[src/rtl/hazard_scoreboard_unit.sv]
// -----------------------------------------------------------------------------
// hazard_scoreboard_unit
//
// Hazard controller for a 5-stage RV32I pipeline (F/D/E/M/W). It selects the
// E-stage operand forwarding paths, tracks destination registers of
// long-latency (mul/div) operations that complete out of band, detects
// load-use and scoreboard hazards against the instruction in D, and resolves
// them against branch flushes. Two saturating counters report stall and flush
// activity.
//
// Ports
//   clk, rst_n                 clock (rising edge), async active-low reset
//   Rs1D, Rs2D, RdD            decode-stage source/destination registers
//   Rs1E, Rs2E, RdE            execute-stage source/destination registers
//   RegWriteE/MemReadE/LongOpE E-stage writes rd / is a load / is a long op
//   RdM, RegWriteM             memory-stage destination and write enable
//   RdW, RegWriteW             writeback-stage destination and write enable
//   long_done, long_rd         long unit completes this cycle, and its rd
//   flushBranch                branch mispredict resolved in E
//   ForwardAE, ForwardBE       00 regfile, 01 ResultW, 10 ALUResultM, 11 long
//   StallF/StallD/StallE       hold stage register
//   FlushD/FlushE/FlushM       insert bubble into stage register
//   outstanding                number of in-flight long ops
//   stall_cnt, flush_cnt       saturating performance counters
// -----------------------------------------------------------------------------
module hazard_scoreboard_unit #(
  parameter  int REG_ADDR_WIDTH  = 5,
  parameter  int MAX_OUTSTANDING = 4,
  parameter  int CNT_WIDTH       = 16,
  localparam int NUM_REGS        = 2**REG_ADDR_WIDTH,
  localparam int OUT_WIDTH       = $clog2(MAX_OUTSTANDING + 1)
) (
  input  logic                      clk,
  input  logic                      rst_n,
  input  logic [REG_ADDR_WIDTH-1:0] Rs1D,
  input  logic [REG_ADDR_WIDTH-1:0] Rs2D,
  input  logic [REG_ADDR_WIDTH-1:0] RdD,
  input  logic [REG_ADDR_WIDTH-1:0] Rs1E,
  input  logic [REG_ADDR_WIDTH-1:0] Rs2E,
  input  logic [REG_ADDR_WIDTH-1:0] RdE,
  input  logic                      RegWriteE,
  input  logic                      MemReadE,
  input  logic                      LongOpE,
  input  logic [REG_ADDR_WIDTH-1:0] RdM,
  input  logic [REG_ADDR_WIDTH-1:0] RdW,
  input  logic                      RegWriteM,
  input  logic                      RegWriteW,
  input  logic                      long_done,
  input  logic [REG_ADDR_WIDTH-1:0] long_rd,
  input  logic                      flushBranch,
  output logic [1:0]                ForwardAE,
  output logic [1:0]                ForwardBE,
  output logic                      StallF,
  output logic                      StallD,
  output logic                      StallE,
  output logic                      FlushD,
  output logic                      FlushE,
  output logic                      FlushM,
  output logic [OUT_WIDTH-1:0]      outstanding,
  output logic [CNT_WIDTH-1:0]      stall_cnt,
  output logic [CNT_WIDTH-1:0]      flush_cnt
);

  localparam logic [OUT_WIDTH-1:0] OUT_MAX = OUT_WIDTH'(MAX_OUTSTANDING);

  logic [NUM_REGS-1:0] pending;
  logic [NUM_REGS-1:0] done_mask;
  logic [NUM_REGS-1:0] issue_mask;
  logic [NUM_REGS-1:0] pend_eff;
  logic                sb_hz, lu_hz, full_hz;
  logic                issue, valid_done;

  // Forwarding select for one E-stage source. M wins because it holds the
  // youngest value; a completing long op beats the older W result.
  function automatic logic [1:0] fwd_sel(
    input logic [REG_ADDR_WIDTH-1:0] rs,
    input logic [REG_ADDR_WIDTH-1:0] rd_m,
    input logic                      we_m,
    input logic                      done,
    input logic [REG_ADDR_WIDTH-1:0] rd_long,
    input logic [REG_ADDR_WIDTH-1:0] rd_w,
    input logic                      we_w
  );
    if (rs == '0)                  return 2'b00;
    else if (we_m && rd_m == rs)   return 2'b10;
    else if (done && rd_long == rs) return 2'b11;
    else if (we_w && rd_w == rs)   return 2'b01;
    else                           return 2'b00;
  endfunction

  assign ForwardAE = fwd_sel(Rs1E, RdM, RegWriteM, long_done, long_rd, RdW, RegWriteW);
  assign ForwardBE = fwd_sel(Rs2E, RdM, RegWriteM, long_done, long_rd, RdW, RegWriteW);

  // One-hot masks for the completing and the issuing register.
  always_comb begin
    // NOTE: every always_comb output gets a default first so no path leaves
    // it unassigned, which would otherwise infer a latch.
    done_mask  = '0;
    issue_mask = '0;
    if (long_done) done_mask[long_rd] = 1'b1;
    if (issue)     issue_mask[RdE]    = 1'b1;
  end

  // A completion in this cycle already releases its register.
  assign pend_eff = pending & ~done_mask;

  assign sb_hz   = pend_eff[Rs1D] | pend_eff[Rs2D] | pend_eff[RdD];
  assign lu_hz   = MemReadE && RegWriteE && (RdE != '0) && (RdE == Rs1D || RdE == Rs2D);
  assign full_hz = LongOpE && RegWriteE && (outstanding == OUT_MAX) && !long_done;

  // Control resolution: branch flush discards everything younger, then a full
  // long unit freezes F/D/E, then D-stage hazards bubble E.
  always_comb begin
    StallF = 1'b0;
    StallD = 1'b0;
    StallE = 1'b0;
    FlushD = 1'b0;
    FlushE = 1'b0;
    FlushM = 1'b0;
    if (flushBranch) begin
      FlushD = 1'b1;
      FlushE = 1'b1;
    end else if (full_hz) begin
      StallF = 1'b1;
      StallD = 1'b1;
      StallE = 1'b1;
      FlushM = 1'b1;
    end else if (lu_hz || sb_hz) begin
      StallF = 1'b1;
      StallD = 1'b1;
      FlushE = 1'b1;
    end
  end

  assign issue      = LongOpE && RegWriteE && (RdE != '0) && !StallE && !FlushE;
  assign valid_done = long_done && pending[long_rd];

  // Scoreboard: clear on completion, set on issue (set wins on collision).
  // x0 never becomes pending.
  // NOTE: the pending vector is state that must read "nothing in flight"
  // after reset, so unlike a datapath memory it is reset.
  always_ff @(posedge clk or negedge rst_n) begin
    if (!rst_n) begin
      // NOTE: sequential state uses non-blocking assignments so every
      // register samples the pre-edge values.
      pending <= '0;
    end else begin
      pending <= ((pending & ~done_mask) | issue_mask) & ~NUM_REGS'(1);
    end
  end

  // In-flight count; +1 and -1 in the same cycle cancel, and it never wraps.
  always_ff @(posedge clk or negedge rst_n) begin
    if (!rst_n) begin
      outstanding <= '0;
    end else begin
      unique case ({issue, valid_done})
        2'b10:   if (outstanding != OUT_MAX) outstanding <= outstanding + 1'b1;
        2'b01:   if (outstanding != '0)      outstanding <= outstanding - 1'b1;
        default: outstanding <= outstanding;
      endcase
    end
  end

  // Saturating performance counters.
  always_ff @(posedge clk or negedge rst_n) begin
    if (!rst_n) begin
      stall_cnt <= '0;
      flush_cnt <= '0;
    end else begin
      if (StallD && stall_cnt != '1)      stall_cnt <= stall_cnt + 1'b1;
      if (flushBranch && flush_cnt != '1) flush_cnt <= flush_cnt + 1'b1;
    end
  end

endmodule

[config.mk]
export PLATFORM = sky130hd
export DESIGN_NAME = hazard_scoreboard_unit
export DESIGN_NICKNAME = d
export VERILOG_FILES = /design/src/rtl/hazard_scoreboard_unit.sv
export SDC_FILE = /design/constraint.sdc
export NUM_CORES = 1
export LEC_CHECK = 0
export BUFFER_PORTS_ARGS = -buffer_cell sky130_fd_sc_hd__buf_2
export CAP_MARGIN = 20
export CORE_ASPECT_RATIO = 1.5
export CORE_MARGIN = 2
export CORE_UTILIZATION = 45
export DETAILED_ROUTE_END_ITERATION = 16
export HOLD_SLACK_MARGIN = 0.12
export PLACE_DENSITY = 0.71
export SYNTH_ARGS = -nofsm -noshare
export SYNTH_HDL_FRONTEND = slang
export SYNTH_SLANG_ARGS = --single-unit
export TNS_END_PERCENT = 100
[constraint.sdc]
create_clock -name clk -period 4.15 [get_ports clk]
set_input_delay 0.2075 -clock clk [delete_from_list [all_inputs] [get_ports clk]]
set_output_delay 0.2075 -clock clk [all_outputs]
set_load 0.1 [all_outputs]
==> impl_metrics.yaml, run 1 <==
grt:
  grtUsageTotal_pct: 28.3
  grt_pass1_vias: 5203
  overflow: 0
  grt_max_degree: 37
  grt_pass1_wl_mm: 27.1
  antenna_found_initial: 0
finish:
  fill_cells: 1060
  syn_to_final_growth_pct: 18.9
  nets: 703
  layout-drive-gt1-share_pct: 23.3
  antennaDiodeCount: 0
synthesis:
  synth_largest_area_cell: "dfrtp_1"
  netlist_area_sq_um: 5120
  yosysSeqAreaShare_pct: 32.3
  synth_nets: 619
  netlist.area_leader.share_pct: 32.3
  netlist-cell-type-count: 65
  synth.ff_latch_count: 66
  synth_ff_type: "dfrtp_1"
  syn_inst: 560
  synth_edf_count: 0
  synthArstFlopShare_pct: 100
  syn_avg_cell_area_sq_um: 9.14
  yosysWarnings: 0
  yosys-top-cells-area: "dfrtp_1 (32%), xor2_1 (9.2%), mux4_2 (4.8%), mux2i_1 (4.5%), o31ai_1 (3.8%)"
critical_path:
  r2r-end: "outstanding[2]"
  critical_path.max_fanout: 12
  startpoint_type: "input pin"
  arrival_ns: 3.78
  cp.required_ns: 4.40
  setup.worst_path.class: "in -> reg"
  r2r_slack_ns: 0.83
  reg2reg_depth: 13
  r2r_start: "pending[4]"
  end_kind: "register"
detailed_routing:
  drt-pass1-iter-count: 6
  ant_nets: 0
  initialDrtViolationCount: 608
  finalWirelength_mm: 17.3
  viasPerCell: 6.52
  wl_per_cell_microns: 21.7
  vias: 5180
  drc: 0
clock_tree:
  insertion_delay_ns: 0.34
  cts_tree: "done"
  h-tree-depth: 3
  cts_resized: 0
  cts.sinks: 66
  cts-root-buf: "clkbuf_16"
  cts_hold_buf: 1
  cts_inserted_buffers: 9
  post_cts_buffers: 0
  path_clk_slew_ns: 0.06
  clockBufferDepth: 2
timing:
  setup_slack_ns: 0.623
  fin_crit_sh_pct: 85.0
  grt_setup_unrepaired: "no"
  finalCriticalPeriod_ns: 3.53
  setup_viol: 0
  finalSetupTns_ns: 0
  maxSlewViolCount: 0
  relSlewSlack_pct: 54.2
  clock_skew_ns: 0.00545
  hold_violations: 0
  worst_pin_slew_ns: 0.687
  max_freq_mhz: 284
pwr:
  switching_share_pct: 46.8
  netSwitchingPower_mw: 1.43
  combPwrFrac_pct: 42.1
  intPower_mw: 1.63
  ir_drop_uv: 584
  power.density_nw_per_um2: 503
  leakagePower_nw: 2.73
  p_seq_share_pct: 29.1
  pwr-share-clk_pct: 28.8
floorplan:
  die_x_microns: 91.1
  dieArea_sq_um: 12300
  core_sq_um: 11100
  start_util_pct: 46.3
  row_count: 47
  io_pins: 99
  die_h_microns: 135
worst_hold_path:
  holdPathEnd: "flush_cnt[12]"
  hold_path.startpoint: "flushBranch"
  min_path_cells: 3
  hold_path_class: "in -> reg"
place:
  gp_congestion: 1.05
  hpwlAfterDp_mm: 13.1
  numPortBuffers: 98
  dp_slack_ns: 0.374
outcome:
  outcome: "completed"
job:
  max_cap_viol_count: 0
==> cell type report <==
class                   count  area (sq um)  share of cell area [%]
multi-input cells         436          3240                    53.2
flip-flops and latches     66          1650                    27.1
repair buffers            112           598                    9.83
clock buffers              10           239                    3.93
well taps                 147           184                    3.02
clock inverters             5           103                    1.69
inverters                  19          71.3                    1.17
==> power by group through the flow <==
stage / Combinational (mW) / Clock [mW] / Sequential (mW)
6_report: 1.29 / 0.882 / 0.892
3_3_place_gp: 1.27 / 0 / 0.892
5_1_grt: 1.35 / 0.919 / 0.910
2_1_floorplan: 0.394 / 0 / 1.49
3_5_place_dp: 1.29 / 0 / 0.898
4_1_cts: 1.29 / 0.894 / 0.890
==> worst max path at each step <==
stage,from,end,slack (ns),cells past startpoint
after CTS,long_rd[1],outstanding[2],0.73,15
after detailed placement,long_rd[1],outstanding[2],0.37,15
final,long_rd[1],outstanding[2],0.62,15
after global placement,long_rd[1],outstanding[2],0.53,15
after global routing,long_rd[0],outstanding[2],0.41,15
after floorplan,outstanding[2],StallF,0.24,6
==> logic make-up (layout without fill, tap and decap cells) <==
| group | after synthesis | after routing | synth area share (%) |
|---|---|---|---|
| AOI/OAI and AO/OA | 143 | 143 | 19.6 |
| adders and majority gates | 5 | 5 | 1.37 |
| buffers and inverters | 58 | 146 | 4.77 |
| xor gates and xnor gates | 76 | 76 | 13.0 |
| and+or+nand+nor | 173 | 173 | 18.5 |
| muxes | 39 | 39 | 10.4 |
| DFF | 66 | 66 | 32.3 |
==> metrics by stage <==
step / instances / hold WS (ns) / utilization (%) / instance area (sq um) / total power [mW]
3_5_place_dp: 779 / 0.287 / 51.8 / 5730 / 2.18
2_1_floorplan: 560 / -0.0881 / - / 5130 / 1.89
6_report: 795 / 0.247 / 55.0 / 6080 / 3.06
3_3_place_gp: 779 / 0.286 / 51.8 / 5730 / 2.16
4_1_cts: 795 / 0.239 / 55.0 / 6080 / 3.07
5_1_grt: 795 / 0.271 / 55.0 / 6080 / 3.18
==> layer usage <==
| layer | up-vias | global-route usage, % | part of all wire, % |
|---|---|---|---|
| met2 | 326 | 49.0 | 49 |
| met3 | 86 | 4.85 | 7.5 |
| met5 | - | 0 | 0 |
| li1 | 2273 | - | - |
| met4 | 0 | 19.2 | 6.3 |
| met1 | 2495 | 31.7 | 37 |
==> cells in the mapped netlist (all sizes together) (7+ instances only) <==
master and number:
clkbuf 21, o31ai 26, a31oi 10, xor2 54
and3 13, nor3 18, nor4 8, a311oi 8
o2111ai 13, nor2 37, o211ai 13, mux2i 23
buf 18, or3 7, dfrtp 66, nand2 31
inv 17, xnor2 22, nand2b 7, mux4 11
o21ai 46, nand3 15
==> registers in the layout (all words and copies together) (netlist names) <==
register / cells
stall_cnt: 16
flush_cnt: 16
pending: 31
outstanding: 3
==> critical path: stages <==
cell	delay [ns]
buf_2	0.16
buf_4	0.22
xnor2_1	0.54
a311oi_1	0.20
o2111a_1	0.28
a41o_1	0.22
a211oi_1	0.30
o21ai_1	0.19
or3_1	0.48
ha_1	0.25
inv_1	0.10
o21ai_0	0.08
a21o_1	0.22
nor2_1	0.15
xor2_1	0.18
==> cell usage in the layout (no fill, tap or decap), types with 4 or more instances in the layout <==
cell type,count
and3_1,13
clkbuf_16,9
o21ai_0,29
mux4_2,11
mux2i_1,23
a311oi_1,8
ha_1,4
o21ai_1,16
nor4_1,8
inv_1,17
buf_4,13
nand3b_1,4
nand3_1,15
xor2_1,54
nand2b_1,7
or4_1,4
nor3_1,17
mux2_2,5
o2111ai_1,13
xnor2_1,22
o211ai_1,13
nand2_1,31
nor2_1,37
nand4_1,6
buf_2,98
dfrtp_1,66
o31ai_1,25
or3_1,7
a31oi_1,10
No activity file was read; power rests on OpenSTA's default activity.
==> run 2: changes to the inputs <==
clock period = 3.4 ns   (was 4.15 ns; I/O delays follow)
==> run 2 against run 1 <==
  * Worst hold slack got worse by 0.047 ns
  * Count of clock-buffer cells in the layout rose by 3
  * Cell area rose by 7.1%
  * Wire length rose by 2.4%
  * Clock skew rose by 0.0020 ns
  * Clock power rose by 7.5%
  * Worst setup slack got worse by 0.47 ns
  * Combinational power rose by 26%
  * Critical path depth fell by 4
  * Die area did not move
  * Largest cell class unchanged
  * Largest power group unchanged
  * Highest routed layer unchanged
==> impl_metrics.yaml, run 2 (synthesis results as in run 1) <==
finish:
  mostFrequentLayoutCell: "buf_2"
  final_cell_mix: "buf_2 (97), dfrtp_1 (65), buf_4 (65), xor2_1 (54), nor2_1 (37)"
  fill_cells: 1045
  regMostFlops: "pending"
  utilization_pct: 59.0
  top_regs: "pending x31, flush_cnt x16, stall_cnt x16"
  fin_cells: 849
  antennaDiodeCount: 0
  nets: 757
  syn_to_final_growth_pct: 27.4
  layout-drive-gt1-share_pct: 29.9
  largest_reg_flops: 31
timing:
  finalCriticalPeriod_ns: 3.24
  finalSetupTns_ns: 0
  fin_crit_sh_pct: 95.4
  clock_skew_ns: 0.00741
  relSlewSlack_pct: 60.6
  worst_pin_slew_ns: 0.592
  holdWs_ns: 0.200
  maxSlewViolCount: 0
  setup_viol: 0
  hold_violations: 0
  max_freq_mhz: 308
job:
  max_cap_viol_count: 0
worst_hold_path:
  hold_path_class: "in -> reg"
  hold_path.startpoint: "flushBranch"
critical_path:
  cpLargestDelayFamily: "buffers and inverters"
  crit_buf_inv: 5
  cp-startpoint: "pending[14]"
  setup.worst_path.class: "reg -> out"
  critical_path.max_fanout: 11
  slowest_delay_ns: 0.53
  end_kind: "output port"
  critical_path.cell_chain: "o21ai_0 -> mux4_2 -> a2111oi_1 -> buf_4 -> a211oi_1 -> o21ai_1 -> buf_4 -> o31ai_2 -> buf_4 -> clkinvlp_4 -> buf_2"
  r2r_start: "pending[8]"
  cp.required_ns: 3.23
  arrival_ns: 3.07
  crit_top_cell: "buf_4"
  startpoint_type: "register"
  slowest_stage: "mux4_2"
floorplan:
  io_pins: 99
  start_util_pct: 46.3
  row_count: 47
  core_sq_um: 11100
  die_x_microns: 91.1
  dieArea_sq_um: 12300
  die_h_microns: 135
clock_tree:
  cts-root-buf: "clkbuf_16"
  cts_tree: "done"
  clockBufferDepth: 2
  h-tree-depth: 3
  insertion_delay_ns: 0.33
  cts.sinks: 66
  path_clk_slew_ns: 0.05
  cts_inserted_buffers: 9
pwr:
  ir_drop_uv: 733
  leakagePower_nw: 2.97
  power_mw: 3.68
  power.density_nw_per_um2: 564
grt:
  antenna_found_initial: 0
  overflow: 0
  grt_pass1_wl_mm: 27.9
  grt_pass1_vias: 5312
  grt_max_degree: 41
  grtUsageTotal_pct: 29.2
place:
  numPortBuffers: 98
  gp_congestion: 1.02
  hpwlAfterDp_mm: 13.9
  placed_cells: 833
detailed_routing:
  drt-pass1-iter-count: 6
  drc: 0
  wl_per_cell_microns: 20.8
  ant_nets: 0
  viasPerCell: 6.28
  vias: 5328
  initialDrtViolationCount: 572
  finalWirelength_mm: 17.7
outcome:
  outcome: "completed"
[run 2: worst paths after layout]
check	cells past startpoint	endpoint	slack, ns
worst max-delay path	11	StallD	0.16
worst max register to register	10	outstanding[1]	0.23
worst min register to register	1	flush_cnt[9]	0.48
min in group asynchronous	2	stall_cnt[7]	0.38
worst min-delay path	3	flush_cnt[12]	0.20
max in group asynchronous	3	pending[20]	2.07
[run 2: what timing repair did]
action | in CTS | in global routing
resized for setup | 0 | 2
buffers inserted | 0 | 0
endpoints found under the setup margin | 0 | 4
hold buffers | 1 | 0
endpoints found under the hold margin | 26 | 0
[run 2: worst min-delay path: stages]
cell and delay [ns]:
buf_2 0.15, a21oi_1 0.13, nor2_1 0.05
[run 2: per-stage QoR]
step,area (sq um),setup WS [ns]
floorplan,5150,-0.190
global placement,6200,0.0332
detailed placement,6200,-0.0429
CTS,6510,0.130
global route,6520,-0.00820
finish,6520,0.156
[run 2: power by group]
part	leakage [nW]	internal (mW)	switching (mW)
Clock	0.152	0.622	0.325
Sequential	0.872	0.922	0.172
Combinational	1.95	0.392	1.24
Total	2.97	1.94	1.74
[run 2: routing by layer]
layer  global-route usage [%]  share of wire (%)  routed length (microns)  vias up
li1                         -                  -                        -     2390
met1                     32.3                 35                     6270     2544
met2                     52.6                 51                     9050      320
met3                     4.35                7.5                     1320       74
met4                     17.8                5.9                     1040        0
met5                        0                  0                        0        -
[run 2: layout make-up]
class	count	area, sq um	share of cell area [%]
clock buffer	13	270	4.15
clock inverter	2	35.0	0.538
inverter	19	75.1	1.15
multi-input combinational	436	3260	50.0
sequential	66	1650	25.4
tap	147	184	2.82
timing repair buffer	166	1040	16.0
